[config.mk]
export PLATFORM = sky130hd
export DESIGN_NAME = muldiv_unit_flat
export DESIGN_NICKNAME = d
export VERILOG_FILES = /design/src/rtl/muldiv_types.sv /design/src/rtl/mulmux_pkg.sv /design/src/rtl/muldiv_unit_if.sv /design/src/rtl/muldiv_step.sv /design/src/rtl/muldiv_unit.sv /design/src/flat_wrapper.sv
export SDC_FILE = /design/constraint.sdc
export NUM_CORES = 1
export LEC_CHECK = 0
export CORE_UTILIZATION = 60
export CTS_CLUSTER_DIAMETER = 30
export DETAILED_ROUTE_END_ITERATION = 10
export PLACE_DENSITY = 0.88
export SLEW_MARGIN = 10
export SYNTH_ARGS = -nofsm -noshare
export SYNTH_HDL_FRONTEND = slang
export SYNTH_SLANG_ARGS = --single-unit
[constraint.sdc]
create_clock -name clk -period 6.4 [get_ports clk]
set_input_delay 0.96 -clock clk [delete_from_list [all_inputs] [get_ports clk]]
set_output_delay 0.96 -clock clk [all_outputs]
set_load 0.02 [all_outputs]
[src/rtl/muldiv_types.sv]
// Types and constants for the iterative RV32M multiply/divide unit.
package muldiv_types;

  typedef enum logic [1:0] {
    S_IDLE = 2'd0,
    S_MUL  = 2'd1,
    S_DIV  = 2'd2,
    S_DONE = 2'd3
  } muldiv_state_t;

  typedef enum logic [2:0] {
    OP_MUL    = 3'b000,
    OP_MULH   = 3'b001,
    OP_MULHSU = 3'b010,
    OP_MULHU  = 3'b011,
    OP_DIV    = 3'b100,
    OP_DIVU   = 3'b101,
    OP_REM    = 3'b110,
    OP_REMU   = 3'b111
  } m_op_t;

  localparam logic [31:0] DIV_OVF_DIVIDEND = 32'h8000_0000;

  function automatic logic op_is_rem(input m_op_t op);
    return (op == OP_REM) || (op == OP_REMU);
  endfunction

  function automatic logic op_rs1_signed(input m_op_t op);
    return (op == OP_MULH) || (op == OP_MULHSU) || (op == OP_DIV) || (op == OP_REM);
  endfunction

  function automatic logic op_rs2_signed(input m_op_t op);
    return (op == OP_MULH) || (op == OP_DIV) || (op == OP_REM);
  endfunction

endpackage

[src/rtl/mulmux_pkg.sv]
// Writeback mux select shared between the ALU and the multi-cycle M-extension unit.
package mulmux_pkg;

  typedef enum logic {
    TRUE_ALU_OUT = 1'b0,
    MUL_OUT      = 1'b1
  } mulmux_sel_t;

endpackage

[src/rtl/muldiv_unit_if.sv]
// Request/response bundle between the EX-stage controller and the mul/div unit.
interface muldiv_unit_if #(
  parameter int unsigned XLEN = 32
) ();
  import mulmux_pkg::*;

  logic            start;
  logic [2:0]      funct3;
  logic [XLEN-1:0] rs1;
  logic [XLEN-1:0] rs2;
  logic            flush;
  logic            busy;
  logic            done;
  logic [XLEN-1:0] result;
  logic            stall;
  mulmux_sel_t     mulmux_sel;

  modport master (
    output start, funct3, rs1, rs2, flush,
    input  busy, done, result, stall, mulmux_sel
  );

  modport slave (
    input  start, funct3, rs1, rs2, flush,
    output busy, done, result, stall, mulmux_sel
  );

endinterface

[src/rtl/muldiv_step.sv]
// One combinational iteration: shift-add multiply step or restoring divide step.
// Multiply: {hi,lo} is the accumulator, lo initially the multiplier. Divide: hi is the remainder, lo the dividend/quotient.
module muldiv_step #(
  parameter int unsigned XLEN = 32
) (
  input  logic            i_div,
  input  logic [XLEN:0]   i_hi,
  input  logic [XLEN-1:0] i_lo,
  input  logic [XLEN-1:0] i_opnd,
  output logic [XLEN:0]   o_hi,
  output logic [XLEN-1:0] o_lo
);

  logic [XLEN:0] w_sum;
  logic [XLEN:0] w_shift;
  logic [XLEN:0] w_diff;
  logic          w_ge;

  always_comb begin
    w_sum   = i_hi + {1'b0, ({XLEN{i_lo[0]}} & i_opnd)};
    w_shift = {i_hi[XLEN-1:0], i_lo[XLEN-1]};
    w_diff  = w_shift - {1'b0, i_opnd};
    w_ge    = (w_shift >= {1'b0, i_opnd});
    o_hi    = {1'b0, w_sum[XLEN:1]};
    o_lo    = {w_sum[0], i_lo[XLEN-1:1]};
    if (i_div) begin
      o_hi = w_ge ? w_diff : w_shift;
      o_lo = {i_lo[XLEN-2:0], w_ge};
    end
  end

endmodule

[src/rtl/muldiv_unit.sv]
// Iterative RV32M execute unit: sequences a shift-add multiplier and a restoring divider,
// stalling the pipeline while it iterates and steering the writeback mux on completion.
module muldiv_unit
  import muldiv_types::*;
  import mulmux_pkg::*;
#(
  parameter int unsigned XLEN   = 32,
  parameter int unsigned UNROLL = 1
) (
  input  logic          clk,
  input  logic          rst,
  muldiv_unit_if.slave  bus
);

  localparam int unsigned     CNT_W        = $clog2(XLEN) + 1;
  localparam logic [CNT_W-1:0] LAST_CNT    = CNT_W'(XLEN - UNROLL);
  localparam logic [CNT_W-1:0] CNT_STEP    = CNT_W'(UNROLL);
  localparam logic [XLEN-1:0] OVF_DIVIDEND = {1'b1, {(XLEN-1){1'b0}}};

  muldiv_state_t   r_state;
  m_op_t           r_op;
  logic [CNT_W-1:0] r_cnt;
  logic [XLEN:0]   r_hi;
  logic [XLEN-1:0] r_lo;
  logic [XLEN-1:0] r_opnd;
  logic            r_neg;
  logic [XLEN-1:0] r_result;
  logic            r_done;
  logic            r_busy;
  mulmux_sel_t     r_sel;

  // Request decode: magnitudes, result sign and the divide short-cuts.
  m_op_t           w_op;
  logic            w_is_div;
  logic            w_is_rem;
  logic            w_sa;
  logic            w_sb;
  logic            w_neg;
  logic [XLEN-1:0] w_mag_a;
  logic [XLEN-1:0] w_mag_b;
  logic            w_div0;
  logic            w_ovf;
  logic [XLEN-1:0] w_fast_res;

  always_comb begin
    w_op       = m_op_t'(bus.funct3);
    w_is_div   = bus.funct3[2];
    w_is_rem   = op_is_rem(w_op);
    w_sa       = op_rs1_signed(w_op) & bus.rs1[XLEN-1];
    w_sb       = op_rs2_signed(w_op) & bus.rs2[XLEN-1];
    w_neg      = w_is_rem ? w_sa : (w_sa ^ w_sb);
    w_mag_a    = w_sa ? -bus.rs1 : bus.rs1;
    w_mag_b    = w_sb ? -bus.rs2 : bus.rs2;
    w_div0     = w_is_div && (bus.rs2 == '0);
    w_ovf      = w_is_div && !bus.funct3[0] && (bus.rs1 == OVF_DIVIDEND) && (bus.rs2 == '1);
    w_fast_res = w_div0 ? (w_is_rem ? bus.rs1 : '1) : (w_is_rem ? '0 : OVF_DIVIDEND);
  end

  logic w_div_mode;
  assign w_div_mode = (r_state == S_DIV);

  // UNROLL chained steps per cycle; each stage has its own nets to keep the chain acyclic.
  for (genvar g = 0; g < UNROLL; g++) begin : g_step
    logic [XLEN:0]   w_hi_in;
    logic [XLEN-1:0] w_lo_in;
    logic [XLEN:0]   w_hi_out;
    logic [XLEN-1:0] w_lo_out;

    if (g == 0) begin : g_first
      assign w_hi_in = r_hi;
      assign w_lo_in = r_lo;
    end else begin : g_next
      assign w_hi_in = g_step[g-1].w_hi_out;
      assign w_lo_in = g_step[g-1].w_lo_out;
    end

    muldiv_step #(.XLEN(XLEN)) u_step (
      .i_div  (w_div_mode),
      .i_hi   (w_hi_in),
      .i_lo   (w_lo_in),
      .i_opnd (r_opnd),
      .o_hi   (w_hi_out),
      .o_lo   (w_lo_out)
    );
  end

  logic [XLEN:0]     w_hi_nxt;
  logic [XLEN-1:0]   w_lo_nxt;
  logic [2*XLEN-1:0] w_prod;
  logic [2*XLEN-1:0] w_prod_s;
  logic [XLEN-1:0]   w_mul_res;
  logic [XLEN-1:0]   w_div_mag;
  logic [XLEN-1:0]   w_div_res;
  logic              w_unused;

  // Sign is applied only to the final magnitude, on the way into the result register.
  always_comb begin
    w_hi_nxt  = g_step[UNROLL-1].w_hi_out;
    w_lo_nxt  = g_step[UNROLL-1].w_lo_out;
    w_prod    = {w_hi_nxt[XLEN-1:0], w_lo_nxt};
    w_prod_s  = r_neg ? -w_prod : w_prod;
    w_mul_res = (r_op == OP_MUL) ? w_prod_s[XLEN-1:0] : w_prod_s[2*XLEN-1:XLEN];
    w_div_mag = op_is_rem(r_op) ? w_hi_nxt[XLEN-1:0] : w_lo_nxt;
    w_div_res = r_neg ? -w_div_mag : w_div_mag;
    w_unused  = w_hi_nxt[XLEN];
  end

  always_ff @(posedge clk or posedge rst) begin
    if (rst) begin
      r_state  <= S_IDLE;
      r_op     <= OP_MUL;
      r_cnt    <= '0;
      r_hi     <= '0;
      r_lo     <= '0;
      r_opnd   <= '0;
      r_neg    <= 1'b0;
      r_result <= '0;
      r_done   <= 1'b0;
      r_busy   <= 1'b0;
      r_sel    <= TRUE_ALU_OUT;
    end else if (bus.flush) begin
      r_state <= S_IDLE;
      r_cnt   <= '0;
      r_done  <= 1'b0;
      r_busy  <= 1'b0;
      r_sel   <= TRUE_ALU_OUT;
    end else begin
      r_done <= 1'b0;
      r_sel  <= TRUE_ALU_OUT;
      unique case (r_state)
        S_IDLE, S_DONE: begin
          if (bus.start) begin
            r_op   <= w_op;
            r_neg  <= w_neg;
            r_cnt  <= '0;
            r_hi   <= '0;
            r_busy <= 1'b1;
            if (w_div0 || w_ovf) begin
              r_state  <= S_DONE;
              r_result <= w_fast_res;
              r_done   <= 1'b1;
              r_sel    <= MUL_OUT;
            end else if (w_is_div) begin
              r_state <= S_DIV;
              r_lo    <= w_mag_a;
              r_opnd  <= w_mag_b;
            end else begin
              r_state <= S_MUL;
              r_lo    <= w_mag_b;
              r_opnd  <= w_mag_a;
            end
          end else begin
            r_state <= S_IDLE;
            r_busy  <= 1'b0;
          end
        end
        S_MUL, S_DIV: begin
          r_hi  <= w_hi_nxt;
          r_lo  <= w_lo_nxt;
          r_cnt <= r_cnt + CNT_STEP;
          if (r_cnt == LAST_CNT) begin
            r_state  <= S_DONE;
            r_cnt    <= '0;
            r_result <= (r_state == S_MUL) ? w_mul_res : w_div_res;
            r_done   <= 1'b1;
            r_sel    <= MUL_OUT;
          end
        end
        default: r_state <= S_IDLE;
      endcase
    end
  end

  // Stall is combinational so the issuing cycle is already held.
  assign bus.stall      = ~rst & (((r_state == S_IDLE) & bus.start) |
                                  (r_state == S_MUL) | (r_state == S_DIV));
  assign bus.busy       = r_busy;
  assign bus.done       = r_done;
  assign bus.result     = r_result;
  assign bus.mulmux_sel = r_sel;

endmodule

[src/flat_wrapper.sv]
// flat-port wrapper written by rule: the top's interface ports become plain ports
module muldiv_unit_flat import muldiv_types::*; import mulmux_pkg::*;
#(
  parameter int unsigned XLEN   = 32,
  parameter int unsigned UNROLL = 1
)
  (clk, rst, bus_start, bus_funct3, bus_rs1, bus_rs2, bus_flush, bus_busy, bus_done, bus_result, bus_stall, bus_mulmux_sel);
  muldiv_unit_if #(.XLEN(XLEN)) bus_i ();
  input  logic clk;
  input  logic rst;
  input wire logic [$bits(bus_i.start)-1:0] bus_start;
  input wire logic [$bits(bus_i.funct3)-1:0] bus_funct3;
  input wire logic [$bits(bus_i.rs1)-1:0] bus_rs1;
  input wire logic [$bits(bus_i.rs2)-1:0] bus_rs2;
  input wire logic [$bits(bus_i.flush)-1:0] bus_flush;
  output wire logic [$bits(bus_i.busy)-1:0] bus_busy;
  output wire logic [$bits(bus_i.done)-1:0] bus_done;
  output wire logic [$bits(bus_i.result)-1:0] bus_result;
  output wire logic [$bits(bus_i.stall)-1:0] bus_stall;
  output wire logic [$bits(bus_i.mulmux_sel)-1:0] bus_mulmux_sel;
  assign bus_i.start = bus_start;
  assign bus_i.funct3 = bus_funct3;
  assign bus_i.rs1 = bus_rs1;
  assign bus_i.rs2 = bus_rs2;
  assign bus_i.flush = bus_flush;
  assign bus_busy = bus_i.busy;
  assign bus_done = bus_i.done;
  assign bus_result = bus_i.result;
  assign bus_stall = bus_i.stall;
  assign bus_mulmux_sel = bus_i.mulmux_sel;
  muldiv_unit #(.XLEN(XLEN), .UNROLL(UNROLL)) u_core (.clk(clk), .rst(rst), .bus(bus_i));
endmodule
After elaboration in Yosys (flattened, before gate mapping)
Cells that the tools add are included.
{"block": "totals", "ff_bits": 143, "latch_bits": 0, "ram_bits": 0, "mem_bits_ro": 0, "output_inout_bits": 36, "elab_cells": 115, "n_memories": 0}
{"block": "classes", "n_addsub": 7, "multipliers": 0, "n_div": 0, "magnitude_cmp": 1, "n_eq_ne": 19, "shifts": 0, "mux": 43, "bitwise_logic": 11, "reduce_logical": 24}
{"operator": "32-bit 2-to-1 mux", "count": 17}
{"operator": "32-bit one-hot mux with 2 select lines", "count": 2}
{"operator": "33-bit 2-to-1 mux", "count": 3}
{"operator": "32-bit negation", "count": 3}
{"operator": "33-bit one-hot mux with 2 select lines", "count": 1}
{"operator": "32-bit equality test (second input constant)", "count": 2}
{"operator": "64-bit 2-to-1 mux", "count": 1}
{"operator": "64-bit negation", "count": 1}
{"operator": "33-bit by 32-bit adder with 33-bit output", "count": 1}
{"operator": "33-bit by 32-bit greater-or-equal comparator with 1-bit output", "count": 1}
{"operator": "33-bit by 32-bit subtractor with 33-bit output", "count": 1}
{"operator": "32-bit bitwise AND", "count": 1}
{"operator": "32-bit zero test", "count": 1}
{"operator": "6-bit 2-to-1 mux", "count": 3}
{"operator": "3-bit equality test (second input constant)", "count": 5}
{"operator": "6-bit one-hot mux with 2 select lines", "count": 1}
{"operator": "2-bit 2-to-1 mux", "count": 5}
{"operator": "1-bit logical OR", "count": 8}
{"operator": "1-bit 2-to-1 mux", "count": 8}
{"operator": "4-bit AND reduction", "count": 2}
{"operator": "6-bit by 1-bit adder with 6-bit output (second input constant)", "count": 1}
{"operator": "6-bit by 5-bit equality test with 1-bit output (second input constant)", "count": 1}
{"operator": "3-bit AND reduction", "count": 2}
{"operator": "1-bit bitwise AND", "count": 4}
{"operator": "20 further kinds", "count": 30}

Depth between registers and ports, before layout
Gate-level depths: netlist (run 1).
{"block": "depth", "ltp_word": 10, "ltp_mapped": 23, "mapped_depth_nobuf": 20}

Cells and area by module
A second synthesis (run 1) with hierarchy kept.
{"block": "hier_totals", "hier_cells": 2178, "area_unflattened_um2": 16996.3}
{"mod": "muldiv_unit", "instances": 1, "cells_per_inst": 1489, "area_each_um2": 12135.4, "seq_area_each_um2": 3578.4}
{"mod": "muldiv_step", "instances": 1, "cells_per_inst": 689, "area_each_um2": 4860.9, "seq_area_each_um2": 0.0}

Least setup slack after synthesis (run 1)
Ideal clock, no wire load.
{"block": "synth_timing", "path_type": "flip-flop to flip-flop", "from": "register u_core.r_hi[29] (netlist: u_core.g_step[0].w_hi_in[29])", "to": "register u_core.r_result[30] (netlist: u_core.bus.result[30])", "setup_time_ns": 0.128, "t_arrival_ns": 4.771, "required_ns": 6.272, "setup_slack_ns": 1.502, "path_stages_with_launch": 23, "path_buffers": 3, "cell_sequence": "dfrtp_1 ha_1 buf_6 a21o_1 a211o_1 a31oi_1 and2_1 buf_2 a41oi_1 inv_1 ha_1 o211ai_1 nor3_1 nand2_1 nor3_1 nand4_1 or2_1 or3_1 clkbuf_1 o41ai_2 xor2_1 a211oi_1 o31ai_2"}
{"block": "synth_via", "elab_chain_cells": 9, "word_cells_on_any_way": 15}
{"element": "start, declared", "line_no": "muldiv_unit.sv:23", "source": "logic [XLEN:0] r_hi;"}
{"element": "start signal, assigned", "line_no": "muldiv_unit.sv:158", "source": "r_hi <= w_hi_nxt;"}
{"element": "33-bit by 32-bit subtractor with 33-bit output or 33-bit by 32-bit greater-or-equal comparator with 1-bit output (tied branches)", "line_no": "muldiv_step.sv:22, muldiv_step.sv:23"}
{"element": "33-bit 2-to-1 mux", "line_no": "muldiv_step.sv:27", "source": "o_hi = w_ge ? w_diff : w_shift;"}
{"element": "33-bit 2-to-1 mux", "line_no": "muldiv_step.sv:26", "source": "if (i_div) begin"}
{"element": "64-bit negation or 32-bit 2-to-1 mux (tied branches)", "line_no": "muldiv_unit.sv:101, muldiv_unit.sv:103"}
{"element": "64-bit 2-to-1 mux or 32-bit negation (tied branches)", "line_no": "muldiv_unit.sv:101, muldiv_unit.sv:104"}
{"element": "32-bit 2-to-1 mux, on equally long branches", "line_no": "muldiv_unit.sv:102, muldiv_unit.sv:104"}
{"element": "32-bit 2-to-1 mux (*)", "line_no": "muldiv_unit.sv:164", "source": "r_result <= (r_state == S_MUL) ? w_mul_res : w_div_res;"}
{"element": "32-bit 2-to-1 mux (*)", "line_no": "muldiv_unit.sv:161", "source": "if (r_cnt == LAST_CNT) begin"}
{"element": "32-bit one-hot mux with 2 select lines (*)", "line_no": "muldiv_unit.sv:130", "source": "unique case (r_state)"}
{"element": "end signal, assigned", "line_no": "muldiv_unit.sv:140", "source": "r_result <= w_fast_res;"}
{"element": "end signal, assigned", "line_no": "muldiv_unit.sv:164"}
{"element": "end, declared", "line_no": "muldiv_unit.sv:27", "source": "logic [XLEN-1:0] r_result;"}
Mark *: on every way between the ends. The rest lies on a longest branch, timed or not. The select of a mux whose other input is x is not followed.
A chain may end at the register's enable or synchronous reset.

Worst setup path in the final report (run 1)
{"block": "layout_timing", "from": "register u_core.r_hi[2] (netlist: u_core.g_step[0].w_hi_in[2])", "to": "register u_core.r_result[28] (netlist: u_core.bus.result[28])"}
Same word-level chain as after synthesis.

==> results.tsv, run 1 <==
metric	value	unit
grt_use_total	50.6	%
clock_tree.buffer_depth	2	
cts_buffers	17	
finalNonFillerCells	2856	
via_count_of_the_first_global_routing_pass	18600	
floorplan.die.height	171	microns
final-hold-violation-count	0	
cts_sinks	143	
cp_max_fo	7	
coreArea	0.0280	sq mm
rsz_0062_raised_after_global_routing	false	
ctsHtreeMaxLevel	4	
fin_crit	6090	ps
worst-slew-pin-transition	1180	ps
first_pass_grt_wire_length	110000	microns
io_pins	107	
yosys_warnings	0	
total_leakage_power	7.77	nW
drive_above_1_share	7.43	%
crit_path_start_kind	flop	
period_share	95.2	%
syn_avg_cell_area	7.11	sq um
die_w	171	microns
synth_seq_cells	143	
fillers	2414	
ctsRootBufferMaster	sky130_fd_sc_hd__clkbuf_16	
detail-route-antenna-nets	0	
synth_sequential_area_ratio	20.8	%
wl	75100	microns
clock_tree_from_tritoncts	built	
postSynth.asyncResetShare	100	%
leading_cell_type_in_the_layout_fill_and_taps_excluded	sky130_fd_sc_hd__nor2_1	
detail_route.first_pass.iterations	8	
slew_violations	0	
synth_largest_type_area_fraction	20.8	%
max-cap-violations	0	
pin_count_of_the_biggest_net_entering_global_routing	81	
initial_drc_count	3450	
layout_common_cells	285 x sky130_fd_sc_hd__nor2_1, 278 x sky130_fd_sc_hd__nand2_1, 241 x sky130_fd_sc_hd__o21ai_0	
critPathCaptureType	flop	
start_util	61.5	%
grt.overflow.total	0	
cp_data_arrival_time	6480	ps
final.setup_skew	16.8	ps
timing.final.setup_violations	0	
post_synth_instance_area	0.0172	sq mm
synth.area.top_cells	sky130_fd_sc_hd__dfrtp_1 21%, sky130_fd_sc_hd__o21ai_0 7.0%, sky130_fd_sc_hd__a21oi_1 6.7%	
gpl.final_weighted_congestion	1.09	
worst_ep_required_time	6790	ps
netlist_instances	2421	
synth_enable_flop_cells	0	
worstSkewPairLatency	450	ps
half_perimeter_wire_length_after_detailed_placement	58300	microns
maximum_frequency_from_static_timing_analysis	164	MHz
syn2layout_area_growth	12.0	%
post_synth_num_cell_types	98	
setup_total_negative_slack	0	ps
total_drc_errors_in_the_routed_layout	0	
dominantRegCellSynth	sky130_fd_sc_hd__dfrtp_1	
fin_total_pwr	7.62	mW
num_rows	61	
wl_per_cell	26.3	microns
post_cts_resize_count	0	
ir_worst_vdd	0.320	mV
syn_nets	2567	
worst_slew_margin_rel	20.5	%
io_buf_count	106	
cts_hold_buf	0	
design.final.nets	2610	
cellPowerDensity	395	mW/mm^2
critical_path_class	flop to flop	
routed-via-count	20600	
holdCritPathClass	flop to flop	
vias_per_cell	7.22	
antenna_found_initial	3	
die_area	0.0294	sq mm
post-synth-top-area-cell	sky130_fd_sc_hd__dfrtp_1	
cts_setup_buffers	0	
status	finished, final reports clean	
clkTransAtPathRegs	70	ps
place.detailed.instances	2823	
-- report_power, final --
group | total [mW] | leakage [nW] | switching (mW) | internal, mW
sequential | 1.43 | 1.79 | 0.292 | 1.14
combinational | 5.11 | 5.69 | 3.30 | 1.81
clock | 1.07 | 0.296 | 0.503 | 0.569
total | 7.62 | 7.77 | 4.10 | 3.52
-- through the flow --
| stage | setup WS [ps] | area [sq um] | util [%] | hold WS [ps] |
|---|---|---|---|---|
| global route | 23.5 | 19300 | 68.9 | 523 |
| global placement | 933 | 18700 | 66.7 | 467 |
| floorplan | 1500 | 17200 | - | 462 |
| detailed placement | 674 | 18700 | 66.7 | 478 |
| CTS | 604 | 19300 | 68.9 | 495 |
| finish | 310 | 19300 | 68.9 | 489 |
-- sequential cells by signal, summed over array words and instances, names as in the netlist --
register	flops
u_core.r_state	2
u_core.r_opnd	32
u_core.bus.done	1
u_core.r_cnt	6
u_core.g_step.w_lo_in	32
u_core.g_step.w_hi_in	33
u_core.bus.busy	1
u_core.r_neg	1
u_core.bus.result	32
u_core.r_op	3
-- worst paths after layout --
check,slack (ps),to,from,depth (start not counted)
max in group asynchronous,4310,u_core.g_step[0].w_hi_in[2],rst,3
worst min register to register,490,u_core.bus.result[0],u_core.bus.result[0],2
worst min-delay path,490,u_core.bus.result[0],u_core.bus.result[0],2
worst max-delay path,310,u_core.bus.result[28],u_core.g_step[0].w_hi_in[2],19
worst max register to register,310,u_core.bus.result[28],u_core.g_step[0].w_hi_in[2],19
min in group asynchronous,1000,u_core.g_step[0].w_lo_in[28],rst,2
-- synthesized netlist by cell type (6+ instances only) --
library cell	number
sky130_fd_sc_hd__nor2_1	286
sky130_fd_sc_hd__nand2_1	278
sky130_fd_sc_hd__o21ai_0	241
sky130_fd_sc_hd__a21oi_1	229
sky130_fd_sc_hd__dfrtp_1	143
sky130_fd_sc_hd__clkbuf_1	103
sky130_fd_sc_hd__xnor2_1	90
sky130_fd_sc_hd__ha_1	73
sky130_fd_sc_hd__inv_1	73
sky130_fd_sc_hd__xor2_1	63
sky130_fd_sc_hd__nor3_1	56
sky130_fd_sc_hd__and2_1	51
sky130_fd_sc_hd__a31oi_1	50
sky130_fd_sc_hd__mux2i_1	50
sky130_fd_sc_hd__nand4_1	40
sky130_fd_sc_hd__o31ai_1	39
sky130_fd_sc_hd__nand3_1	38
sky130_fd_sc_hd__o211ai_1	31
sky130_fd_sc_hd__a211oi_1	29
sky130_fd_sc_hd__a21o_1	27
sky130_fd_sc_hd__buf_2	25
sky130_fd_sc_hd__mux2_2	25
sky130_fd_sc_hd__nand2b_1	25
sky130_fd_sc_hd__or3_1	25
sky130_fd_sc_hd__o21a_1	24
sky130_fd_sc_hd__o22ai_1	18
sky130_fd_sc_hd__nor4_1	16
sky130_fd_sc_hd__o41ai_1	16
sky130_fd_sc_hd__buf_1	15
sky130_fd_sc_hd__or2_2	15
sky130_fd_sc_hd__a221oi_1	13
sky130_fd_sc_hd__a22o_1	13
sky130_fd_sc_hd__and3_1	10
sky130_fd_sc_hd__a21boi_0	8
sky130_fd_sc_hd__a41oi_1	8
sky130_fd_sc_hd__nor2b_1	8
sky130_fd_sc_hd__a211o_1	7
sky130_fd_sc_hd__a311oi_1	7
sky130_fd_sc_hd__nor3b_1	7
sky130_fd_sc_hd__o31a_1	7
sky130_fd_sc_hd__or4_1	7
sky130_fd_sc_hd__o21bai_1	6
-- cell type report --
class	count	area, sq um	area share [%]
tap	378	473	2.45
antenna	1	2.50	0.0130
clock buffer	18	439	2.28
timing repair buffer	173	1560	8.08
multi-input combinational	2052	12800	66.3
clock inverter	14	161	0.837
inverter	77	294	1.52
sequential	143	3580	18.6
-- logic make-up (layout without fill, tap and decap cells) --
group                      count (synthesis)  in the layout  share of synthesized area [%]
AOI/OAI and AO/OA                        857            857                           31.7
xor gates and xnor gates                 153            153                           7.78
and+or+nand+nor                          890            890                           24.1
buffers and inverters                    226            282                           5.29
muxes                                     77             77                           4.80
adders and majority gates                 75             75                           5.54
other                                      0              1                              0
DFF                                      143            143                           20.8
-- per-layer routing --
layer	part of all wire, %	up-vias	wire [microns]	track usage [%]
met2	41	1707	30400	73.2
met5	0.011	-	8	0
li1	-	8973	-	-
met3	14	392	10800	16.7
met1	36	9538	27200	62.2
met4	8.8	2	6600	38.5
-- critical path: stages, from the launching register on --
cell                       delay, ps
sky130_fd_sc_hd__dfrtp_1         470
sky130_fd_sc_hd__ha_1            510
sky130_fd_sc_hd__o211ai_1        220
sky130_fd_sc_hd__a21oi_1         110
sky130_fd_sc_hd__o21ai_0         570
sky130_fd_sc_hd__a21o_1          240
sky130_fd_sc_hd__a41oi_1         290
sky130_fd_sc_hd__inv_1           220
sky130_fd_sc_hd__ha_1            270
sky130_fd_sc_hd__o211ai_1        140
sky130_fd_sc_hd__nor3_1          590
sky130_fd_sc_hd__nand2_1         170
sky130_fd_sc_hd__nor3_1          330
sky130_fd_sc_hd__nand4_1         170
sky130_fd_sc_hd__or2_1           290
sky130_fd_sc_hd__or3_1           490
sky130_fd_sc_hd__o311ai_0        330
sky130_fd_sc_hd__o41ai_1         160
sky130_fd_sc_hd__a21oi_1         290
sky130_fd_sc_hd__a21o_1          170
(Power assumes the default switching activity.)
==> run 2: changes to the inputs <==
- CTS_CLUSTER_SIZE: default -> 24
==> results of run 2 <==
Same layout as run 1: the final DEF is identical, and so are final timing and power.
